===== config.mk =====
export PLATFORM = sky130hd
export DESIGN_NAME = framebuffer_write_arbiter
export DESIGN_NICKNAME = d
export VERILOG_FILES = /design/src/rtl/framebuffer_write_arbiter_pkg.sv /design/src/rtl/framebuffer_fill_counter.sv /design/src/rtl/framebuffer_write_arbiter.sv
export SDC_FILE = /design/constraint.sdc
export NUM_CORES = 1
export LEC_CHECK = 0
export ABC_AREA = 1
export ABC_CLOCK_PERIOD_IN_PS = 3100
export CORE_MARGIN = 2
export CORE_UTILIZATION = 52
export DETAILED_ROUTE_END_ITERATION = 12
export GPL_ROUTABILITY_DRIVEN = 0
export PLACE_DENSITY_LB_ADDON = 0.3
export SLEW_MARGIN = 20
export SYNTH_ARGS = -nofsm -noshare
export SYNTH_HDL_FRONTEND = slang
export SYNTH_SLANG_ARGS = --single-unit

===== constraint.sdc =====
create_clock -name i_Clock -period 3.1 [get_ports i_Clock]
set_input_delay 0.62 -clock i_Clock [delete_from_list [all_inputs] [get_ports i_Clock]]
set_output_delay 0.62 -clock i_Clock [all_outputs]
set_load 0.02 [all_outputs]

===== src/rtl/framebuffer_write_arbiter_pkg.sv =====
// Shared encodings and default geometry for the framebuffer write path.
// The framebuffer and scan-out blocks use the same constants.
package framebuffer_write_arbiter_pkg;

    localparam logic [0:0] STATE_IDLE = 1'b0;
    localparam logic [0:0] STATE_FILL = 1'b1;

    localparam logic [0:0] GRANT_CPU  = 1'b0;
    localparam logic [0:0] GRANT_FILL = 1'b1;

    localparam int unsigned DEFAULT_BITS_PER_PIXEL    = 4;
    localparam int unsigned DEFAULT_FRAMEBUFFER_DEPTH = 640 * 480;

endpackage


===== src/rtl/framebuffer_fill_counter.sv =====
// Fill address / remaining-pixel counter with load and single-step.
// Pure datapath: contents only matter while the arbiter is in FILL.
module framebuffer_fill_counter (
    input  logic        i_Clock,
    input  logic        i_Load,
    input  logic        i_Step,
    input  logic [31:0] i_Base_Addr,
    input  logic [31:0] i_Count,
    output logic [31:0] o_Addr,
    output logic        o_Last
);

    logic [31:0] r_Remaining;

    always_ff @(posedge i_Clock) begin
        if (i_Load) begin
            o_Addr      <= i_Base_Addr;
            r_Remaining <= i_Count;
        end else if (i_Step) begin
            o_Addr      <= o_Addr + 32'd1;
            r_Remaining <= r_Remaining - 32'd1;
        end
    end

    assign o_Last = (r_Remaining == 32'd1);

endmodule


===== src/rtl/framebuffer_write_arbiter.sv =====
// Round-robin arbiter sharing the framebuffer write port between CPU
// single-pixel writes and the linear fill engine.
module framebuffer_write_arbiter
    import framebuffer_write_arbiter_pkg::*;
#(
    parameter int unsigned BITS_PER_PIXEL    = DEFAULT_BITS_PER_PIXEL,
    parameter int unsigned FRAMEBUFFER_DEPTH = DEFAULT_FRAMEBUFFER_DEPTH
) (
    input  logic                      i_Clock,
    input  logic                      i_Reset,
    input  logic                      i_Cpu_Write_Valid,
    input  logic [31:0]               i_Cpu_Write_Addr,
    input  logic [BITS_PER_PIXEL-1:0] i_Cpu_Write_Data,
    output logic                      o_Cpu_Write_Ready,
    input  logic                      i_Fill_Start,
    input  logic [31:0]               i_Fill_Base_Addr,
    input  logic [31:0]               i_Fill_Count,
    input  logic [BITS_PER_PIXEL-1:0] i_Fill_Color,
    output logic                      o_Fill_Busy,
    output logic                      o_Fill_Done,
    output logic                      o_Write_Enable,
    output logic [31:0]               o_Write_Addr,
    output logic [BITS_PER_PIXEL-1:0] o_Write_Data
);

    function automatic logic in_range(input logic [31:0] addr);
        return addr < FRAMEBUFFER_DEPTH;
    endfunction

    logic [0:0]                r_State;
    logic [0:0]                r_Last_Grant;
    logic [BITS_PER_PIXEL-1:0] r_Fill_Color;

    logic                      cpu_accept;
    logic                      fill_slot;
    logic                      fill_load;
    logic                      fill_empty;
    logic [31:0]               fill_addr;
    logic                      fill_last;

    logic                      wr_en_p0;
    logic [31:0]               wr_addr_p0;
    logic [BITS_PER_PIXEL-1:0] wr_data_p0;
    logic                      done_p0;

    logic                      wr_en_p1;
    logic [31:0]               wr_addr_p1;
    logic [BITS_PER_PIXEL-1:0] wr_data_p1;
    logic                      done_p1;
    logic                      busy_p1;

    framebuffer_fill_counter u_fill_counter (
        .i_Clock     (i_Clock),
        .i_Load      (fill_load),
        .i_Step      (fill_slot),
        .i_Base_Addr (i_Fill_Base_Addr),
        .i_Count     (i_Fill_Count),
        .o_Addr      (fill_addr),
        .o_Last      (fill_last)
    );

    // CPU is only blocked when a fill is running and the CPU owned the last slot.
    assign o_Cpu_Write_Ready = (r_State == STATE_IDLE) || (r_Last_Grant == GRANT_FILL);

    // Stage p0: slot decision and write selection
    always_comb begin
        cpu_accept = i_Cpu_Write_Valid && o_Cpu_Write_Ready;
        fill_slot  = (r_State == STATE_FILL) && !cpu_accept;
        fill_load  = (r_State == STATE_IDLE) && i_Fill_Start && (i_Fill_Count != 32'd0);
        fill_empty = (r_State == STATE_IDLE) && i_Fill_Start && (i_Fill_Count == 32'd0);

        wr_en_p0   = 1'b0;
        wr_addr_p0 = wr_addr_p1;
        wr_data_p0 = wr_data_p1;
        if (cpu_accept) begin
            if (in_range(i_Cpu_Write_Addr)) begin
                wr_en_p0   = 1'b1;
                wr_addr_p0 = i_Cpu_Write_Addr;
                wr_data_p0 = i_Cpu_Write_Data;
            end
        end else if (fill_slot) begin
            if (in_range(fill_addr)) begin
                wr_en_p0   = 1'b1;
                wr_addr_p0 = fill_addr;
                wr_data_p0 = r_Fill_Color;
            end
        end

        done_p0 = fill_empty || (fill_slot && fill_last);
    end

    // Stage p1: registered framebuffer port and control state
    always_ff @(posedge i_Clock or posedge i_Reset) begin
        if (i_Reset) begin
            r_State      <= STATE_IDLE;
            r_Last_Grant <= GRANT_FILL;
            wr_en_p1     <= 1'b0;
            wr_addr_p1   <= '0;
            wr_data_p1   <= '0;
            done_p1      <= 1'b0;
            busy_p1      <= 1'b0;
        end else begin
            wr_en_p1   <= wr_en_p0;
            wr_addr_p1 <= wr_addr_p0;
            wr_data_p1 <= wr_data_p0;
            done_p1    <= done_p0;

            if (cpu_accept || fill_load) begin
                r_Last_Grant <= GRANT_CPU;
            end else if (fill_slot) begin
                r_Last_Grant <= GRANT_FILL;
            end

            if (fill_load) begin
                r_State <= STATE_FILL;
                busy_p1 <= 1'b1;
            end else if (fill_slot && fill_last) begin
                r_State <= STATE_IDLE;
                busy_p1 <= 1'b0;
            end
        end
    end

    always_ff @(posedge i_Clock) begin
        if (fill_load) begin
            r_Fill_Color <= i_Fill_Color;
        end
    end

    assign o_Write_Enable = wr_en_p1;
    assign o_Write_Addr   = wr_addr_p1;
    assign o_Write_Data   = wr_data_p1;
    assign o_Fill_Done    = done_p1;
    assign o_Fill_Busy    = busy_p1;

endmodule

==> metrics.md, run 1 <==
| Metric | Value |
|---|---|
| R2R cell count | 8 |
| Crit Path Category | reg -> out |
| Setup TNS | 0 ns |
| Clk_lat worst skew | 0.36 ns |
| Post-synth EDFFs | 68 |
| Total global-route track usage | 26.91% |
| Setup Viol. Count Final | 0 |
| Largest net degree at the start of global routing | 81 |
| IO Count | 148 |
| Worst-margin pin slew | 0.5061 ns |
| Vias after detailed routing | 6518 |
| CP max stage cell | clkdlybuf4s50_1 |
| Type of element launching the critical path | flop |
| Synth async-reset ratio | 37.04% |
| Tot Pwr | 4.908 mW |
| Hold endpoint | o_Write_Addr[30] |
| Register clock-pin slew on the reported worst setup and hold paths | 0.08 ns |
| DR WL/cell | 14.31 µm |
| Max-Cap Viols | 0 |
| Arr. time, crit path | 1.70 ns |
| Top_reg_cell synth | edfxtp_1 |
| WP data required | 2.48 ns |
| Static Leak | 3.845 nW |
| Drt pass-1 iters | 5 |
| Bufs on Longest Clock Path | 2 |
| Reg-to-reg setup timing slack | 1.17 ns |
| Die footprint | 13900 µm² |
| FF-to-FF Start | u_fill_counter.r_Remaining[2] |
| Vias in the first global route | 5981 |
| DRC viols | 0 |
| Root buffer cell | clkbuf_16 |
| Post-CTS resize count | 0 |
| Nets | 1192 |
| Cells after synthesis | 939 |
| Reg2reg end | u_fill_counter.r_Remaining[19] |
| VDD IR max | 0.3640 mV |
| Post-Route Hold Slack | 0.4928 ns |
| Vias/cell | 5.181 |
| Number of diodes | 0 |
| Die Span Y | 117.9 µm |
| CTS tree | yes |
| HPWL Detailed | 13740 µm |
| Hold wc startpoint | o_Write_Addr[30] |
| First-pass GRT wire length | 30100 µm |
| Filler cells | 1086 |
| Area grow syn2layout | 28.07% |
| Max FO, Critical Path | 3 |
| Fin util | 68.48% |
| Syn Area/Cell | 7.186 µm² |
| Die Wd | 117.9 µm |
| Clock Skews | 0.01065 ns |
| Post-synth top area share | 30.26% |
| #FFs+latches synth | 108 |
| Power per cell area | 567.9 nW/µm² |
| Cell Area, Synth | 6748 µm² |
| Final period util | 74.91% |
| Share of cells above drive strength 1 | 4.512% |
| Hold Path Depth | 2 |
| Post-synth net total | 1050 |
| Antenna violations before repair | 0 |
| Max-slew headroom | 66.26% |
| Crit. Startpoint | r_Last_Grant |
| Antenna violation net count after detailed routing | 0 |
| Commonest non-fill, non-tap cell in the layout | nand2_1 |
| Synth unique cells | 33 |
| Total Wirelength | 18000 µm |
| Most frequent cells in the layout | 393 x nand2_1, 147 x clkdlybuf4s50_1, 146 x nor2_1 |
| YS warnings | 0 |
| Starting Density | 53.47% |
| Row count | 41 |
| Sequential cell area fraction in the yosys report | 45.11% |
| Max Clk Rate | 430.6 MHz |
| RSZ-0062 raised after global routing | no |
| Post-CTS Repair Setup Buffers | 0 |
| Crit path buffers/inverters | 1 |
| Num CTS Buffers | 9 |
| Clock sink count | 108 |
| Port Buf Inserts | 147 |
| Top delay family on crit path | buffers and inverters |
| Remaining global-route overflow | 0 |
| Cell breakdown of the critical path | or2_1 -> clkdlybuf4s50_1 |
| Largest area contributor in the netlist | edfxtp_1 |
| Cts hold-fix bufs | 0 |
| Htree depth | 3 |
| Final min period | 2.322 ns |
| Hold Crit Class | reg -> reg |
| Area of the core | 12620 µm² |
| Crit end category | output pin |
| First DRT Iteration DRCs | 746 |
| Top post-synthesis cells by area | edfxtp_1 30%, nand2_1 22%, dfrtp_1 14% |
| Hold Vio Cnt, Final | 0 |
| Status | finished, final reports clean |
| Slowest stage delay, CP | 0.66 ns |
| Pins Over Slew Limit | 0 |
[tightest hold or removal path: stages, from the launching register on]
cell and delay, ns:
dfrtp_1 0.38, inv_1 0.05, nor2_1 0.03
[Yosys cell counts, types with 2 or more instances]
| cell | count |
|---|---|
| a21oi_1 | 2 |
| buf_2 | 11 |
| buf_4 | 3 |
| buf_6 | 11 |
| clkbuf_1 | 2 |
| dfrtp_1 | 39 |
| edfxtp_1 | 68 |
| ha_1 | 3 |
| inv_1 | 71 |
| inv_2 | 2 |
| nand2_1 | 394 |
| nand2_2 | 2 |
| nand3_1 | 82 |
| nand3_2 | 2 |
| nand3b_1 | 5 |
| nand4_1 | 6 |
| nor2_1 | 146 |
| nor2_2 | 8 |
| nor2_4 | 2 |
| nor3_1 | 3 |
| o21ai_0 | 33 |
| o21ai_1 | 4 |
| o21bai_1 | 2 |
| xnor2_1 | 15 |
| xor2_1 | 15 |
[metal layers]
| metal | share of wire, % | vias to the layer above | global-route usage (%) |
|---|---|---|---|
| li1 | - | 3251 | - |
| met1 | 46 | 2922 | 39.55 |
| met2 | 44 | 316 | 40.30 |
| met3 | 8.5 | 29 | 4.748 |
| met4 | 2.0 | 0 | 8.886 |
| met5 | 0 | - | 0 |
[per-stage QoR]
| step | instances | cell area [µm²] | worst slack (ns) |
|---|---|---|---|
| after floorplan | 939 | 6750 | 0.5974 |
| after global placement | 1242 | 8341 | 0.5851 |
| after detailed placement | 1242 | 8341 | 0.5464 |
| after CTS | 1258 | 8642 | 0.7725 |
| after global routing | 1258 | 8642 | 0.7533 |
| final | 1258 | 8642 | 0.7779 |
[registers in the layout, summed over array words and instances, names as in the netlist]
register / cells
o_Write_Enable: 1
r_Last_Grant: 1
u_fill_counter.r_Remaining: 32
o_Fill_Done: 1
o_Write_Addr: 32
o_Fill_Busy: 1
u_fill_counter.o_Addr: 32
o_Write_Data: 4
r_Fill_Color: 4
[how the worst max path moves through the flow]
stage,to,slack [ns],cells after the start
finish,o_Cpu_Write_Ready,0.78,2
global route,o_Cpu_Write_Ready,0.75,2
CTS,o_Cpu_Write_Ready,0.77,2
detailed placement,u_fill_counter.r_Remaining[14],0.55,8
global placement,u_fill_counter.r_Remaining[3],0.59,8
floorplan,u_fill_counter.o_Addr[0],0.60,7
[cells by family (layout without fill, tap and decap cells)]
family,count (synthesis),in the layout,synth area share (%)
adder cells (fa/ha/maj),3,3,0.5563
flip-flops,108,108,45.11
AND/OR/NAND/NOR,654,654,39.68
buffers and inverters,100,247,7.158
AO/OA/AOI/OAI,44,44,3.597
XOR/XNOR,30,30,3.894
[cell type report]
| type | count | area (µm²) | share of cell area [%] |
|---|---|---|---|
| Clock inverter | 7 | 76.32 | 0.8832 |
| Inverter | 73 | 274.0 | 3.171 |
| Clock buffer | 9 | 225.2 | 2.606 |
| Tap cell | 172 | 215.2 | 2.490 |
| Timing Repair Buffer | 158 | 1579 | 18.27 |
| Sequential cell | 108 | 3044 | 35.23 |
| Multi-Input combinational cell | 731 | 3228 | 37.35 |
[where the power goes]
part           switching (mW)  internal [mW]  total (mW)
Clock                   0.611          0.576        1.19
Combinational           0.807          0.586        1.39
Sequential              0.358           1.97        2.33
Total                    1.78           3.13        4.91
Note: power is estimated with default switching activity, not from simulation.
==> run 2, diff against run 1 <==
--- a/config.mk
+++ b/config.mk
@@ -6,7 +6,7 @@
 export NUM_CORES = 1
 export LEC_CHECK = 0
 export ABC_AREA = 1
-export ABC_CLOCK_PERIOD_IN_PS = 3100
+export ABC_CLOCK_PERIOD_IN_PS = 2320
 export CORE_MARGIN = 2
 export CORE_UTILIZATION = 52
 export DETAILED_ROUTE_END_ITERATION = 12
==> constraint.sdc (replaced) <==
create_clock -name i_Clock -period 2.32 [get_ports i_Clock]
set_input_delay 0.464 -clock i_Clock [delete_from_list [all_inputs] [get_ports i_Clock]]
set_output_delay 0.464 -clock i_Clock [all_outputs]
set_load 0.02 [all_outputs]
==> run 2 against run 1 <==
Non-clock buffer count increased by 6. Wire length rose by 1.7%. Via count grew 1.8%. Combinational power rose by 37%. Worst hold slack better by 0.00089 ns.
==> metrics.md, run 2 (synthesized netlist as in run 1, its figures left out) <==
| Metric | Value |
|---|---|
| Nets | 1198 |
| Setup WS post-layout | 0.3546 ns |
| Area grow syn2layout | 29.33% |
| Max-Cap Viols | 0 |
| R2R cell count | 9 |
| Crit end category | flop |
| Clock sink count | 108 |
| Pins Over Slew Limit | 0 |
| IO Count | 148 |
| Final min period | 1.965 ns |
| Starting Density | 53.47% |
| Vias after detailed routing | 6637 |
| Cts hold-fix bufs | 0 |
| Hold Vio Cnt, Final | 0 |
| Remaining global-route overflow | 0 |
| Max FO, Critical Path | 43 |
| Die Span Y | 117.9 µm |
| Arr. time, crit path | 2.07 ns |
| Crit Path Category | in -> reg |
| Port Buf Inserts | 147 |
| Setup Viol. Count Final | 0 |
| Area of placed instances | 8428 µm² |
| RSZ-0062 raised after global routing | no |
| Drt pass-1 iters | 7 |
| Die Wd | 117.9 µm |
| Power per cell area | 755.9 nW/µm² |
| First-pass GRT wire length | 29790 µm |
| Hold wc startpoint | o_Write_Addr[28] |
| Status | finished, final reports clean |
| Max-slew headroom | 66.18% |
| Die footprint | 13900 µm² |
| Vias in the first global route | 6186 |
| Fin area | 8727 µm² |
| Reg2reg end | u_fill_counter.r_Remaining[20] |
| Root buffer cell | clkbuf_16 |
| Type of element launching the critical path | input port |
| Clock Skews | 0.01189 ns |
| Hold Path Depth | 2 |
| Antenna violation net count after detailed routing | 0 |
| Vias/cell | 5.251 |
| Hold Crit Class | reg -> reg |
| VDD IR max | 0.3717 mV |
| Logic pwr share | 28.9% |
| Clock Power Share | 24.0% |
| P_int | 4.213 mW |
| Register clock-pin slew on the reported worst setup and hold paths | 0.08 ns |
| Antenna violations before repair | 0 |
| Clk_lat worst skew | 0.37 ns |
| FF-to-FF Start | u_fill_counter.r_Remaining[0] |
| Largest net degree at the start of global routing | 44 |
| Sequential Power Share | 47.1% |
| Pre-CTS setup slack | -0.01819 ns |
| Number of diodes | 0 |
| Tot Pwr | 6.597 mW |
| Total Wirelength | 18310 µm |
| DRC viols | 0 |
| Cell breakdown of the critical path | clkdlybuf4s50_1 -> nor2_1 -> nand2_1 -> nor2_1 -> nand2_1 -> nor2_1 -> nor2_4 -> buf_12 -> nand2_1 -> o21ai_0 |
| Switching Power | 2.384 mW |
| Switching share of power | 36.14% |
| Num CTS Buffers | 9 |
| Row count | 41 |
| CTS tree | yes |
| Total global-route track usage | 26.83% |
| Area of the core | 12620 µm² |
| WP data required | 2.43 ns |
| Worst-margin pin slew | 0.5073 ns |
| Post-CTS Repair Setup Buffers | 0 |
| Hold endpoint | o_Write_Addr[28] |
| Htree depth | 3 |
| Final period util | 84.72% |
| Bufs on Longest Clock Path | 2 |
| Slowest stage delay, CP | 0.44 ns |
| Commonest non-fill, non-tap cell in the layout | nand2_1 |
| Most frequent cells in the layout | 393 x nand2_1, 146 x nor2_1, 146 x clkdlybuf4s50_1 |
| First DRT Iteration DRCs | 653 |
| DR WL/cell | 14.49 µm |
| Post-CTS resize count | 0 |
| Max Clk Rate | 508.8 MHz |
| HPWL Detailed | 14110 µm |
| Static Leak | 3.894 nW |
| Reg-to-reg setup timing slack | 0.41 ns |
| CP max stage cell | clkdlybuf4s50_1 |
| Share of cells above drive strength 1 | 5.037% |
==> run 2: critical path, delay by kind of cell <==
| kind | cells | cell delay, ns |
|---|---|---|
| buf+inv | 2 | 0.63 |
| compound gates | 1 | 0.09 |
| simple gates | 7 | 0.88 |
==> run 2: area by class of cell <==
cell class              count  area [µm²]
clock inverters             7       71.32
well taps                 172       215.2
flip-flops and latches    108        3044
repair buffers            164        1664
fillers                  1095        3892
multi-input cells         731        3233
inverters                  73       274.0
clock buffers               9       225.2
==> run 2: worst max path at each step <==
stage,depth (start not counted),endpoint,slack [ns],start
2_1_floorplan,7,u_fill_counter.o_Addr[0],0.34,i_Fill_Count[26]
3_3_place_gp,9,u_fill_counter.o_Addr[22],0.04,i_Fill_Count[16]
3_5_place_dp,10,u_fill_counter.r_Remaining[0],-0.02,i_Fill_Count[16]
4_1_cts,3,o_Cpu_Write_Ready,0.03,o_Fill_Busy
5_1_grt,10,u_fill_counter.r_Remaining[0],0.18,i_Fill_Count[25]
6_report,10,u_fill_counter.r_Remaining[0],0.35,i_Fill_Count[16]
==> run 2: power by group through the flow <==
| stage | Clock, mW | Combinational (mW) | Sequential [mW] |
|---|---|---|---|
| 2_1_floorplan | 0 | 1.29 | 3.00 |
| 3_3_place_gp | 0 | 1.83 | 3.11 |
| 3_5_place_dp | 0 | 1.88 | 3.12 |
| 4_1_cts | 1.60 | 1.90 | 3.09 |
| 5_1_grt | 1.68 | 2.15 | 3.16 |
| 6_report | 1.59 | 1.91 | 3.11 |
==> run 2: per-stage QoR <==
stage | setup TNS (ns) | utilization [%] | cells | hold WS [ns]
after detailed placement | -0.03678 | 66.79 | 1248 | 0.4836
final | 0 | 69.16 | 1264 | 0.4937
after floorplan | 0 | - | 939 | 0.5038
after global placement | 0 | 66.79 | 1248 | 0.4806
after global routing | 0 | 69.16 | 1264 | 0.5185
after CTS | 0 | 69.14 | 1264 | 0.4960
==> run 2: per-layer routing <==
metal / vias up / global-route usage (%) / wire length [µm]
met1: 3012 / 37.61 / 8097
met5: - / 0 / 0
met2: 336 / 41.86 / 8260
met3: 25 / 5.475 / 1647
met4: 0 / 8.584 / 307
li1: 3264 / - / -
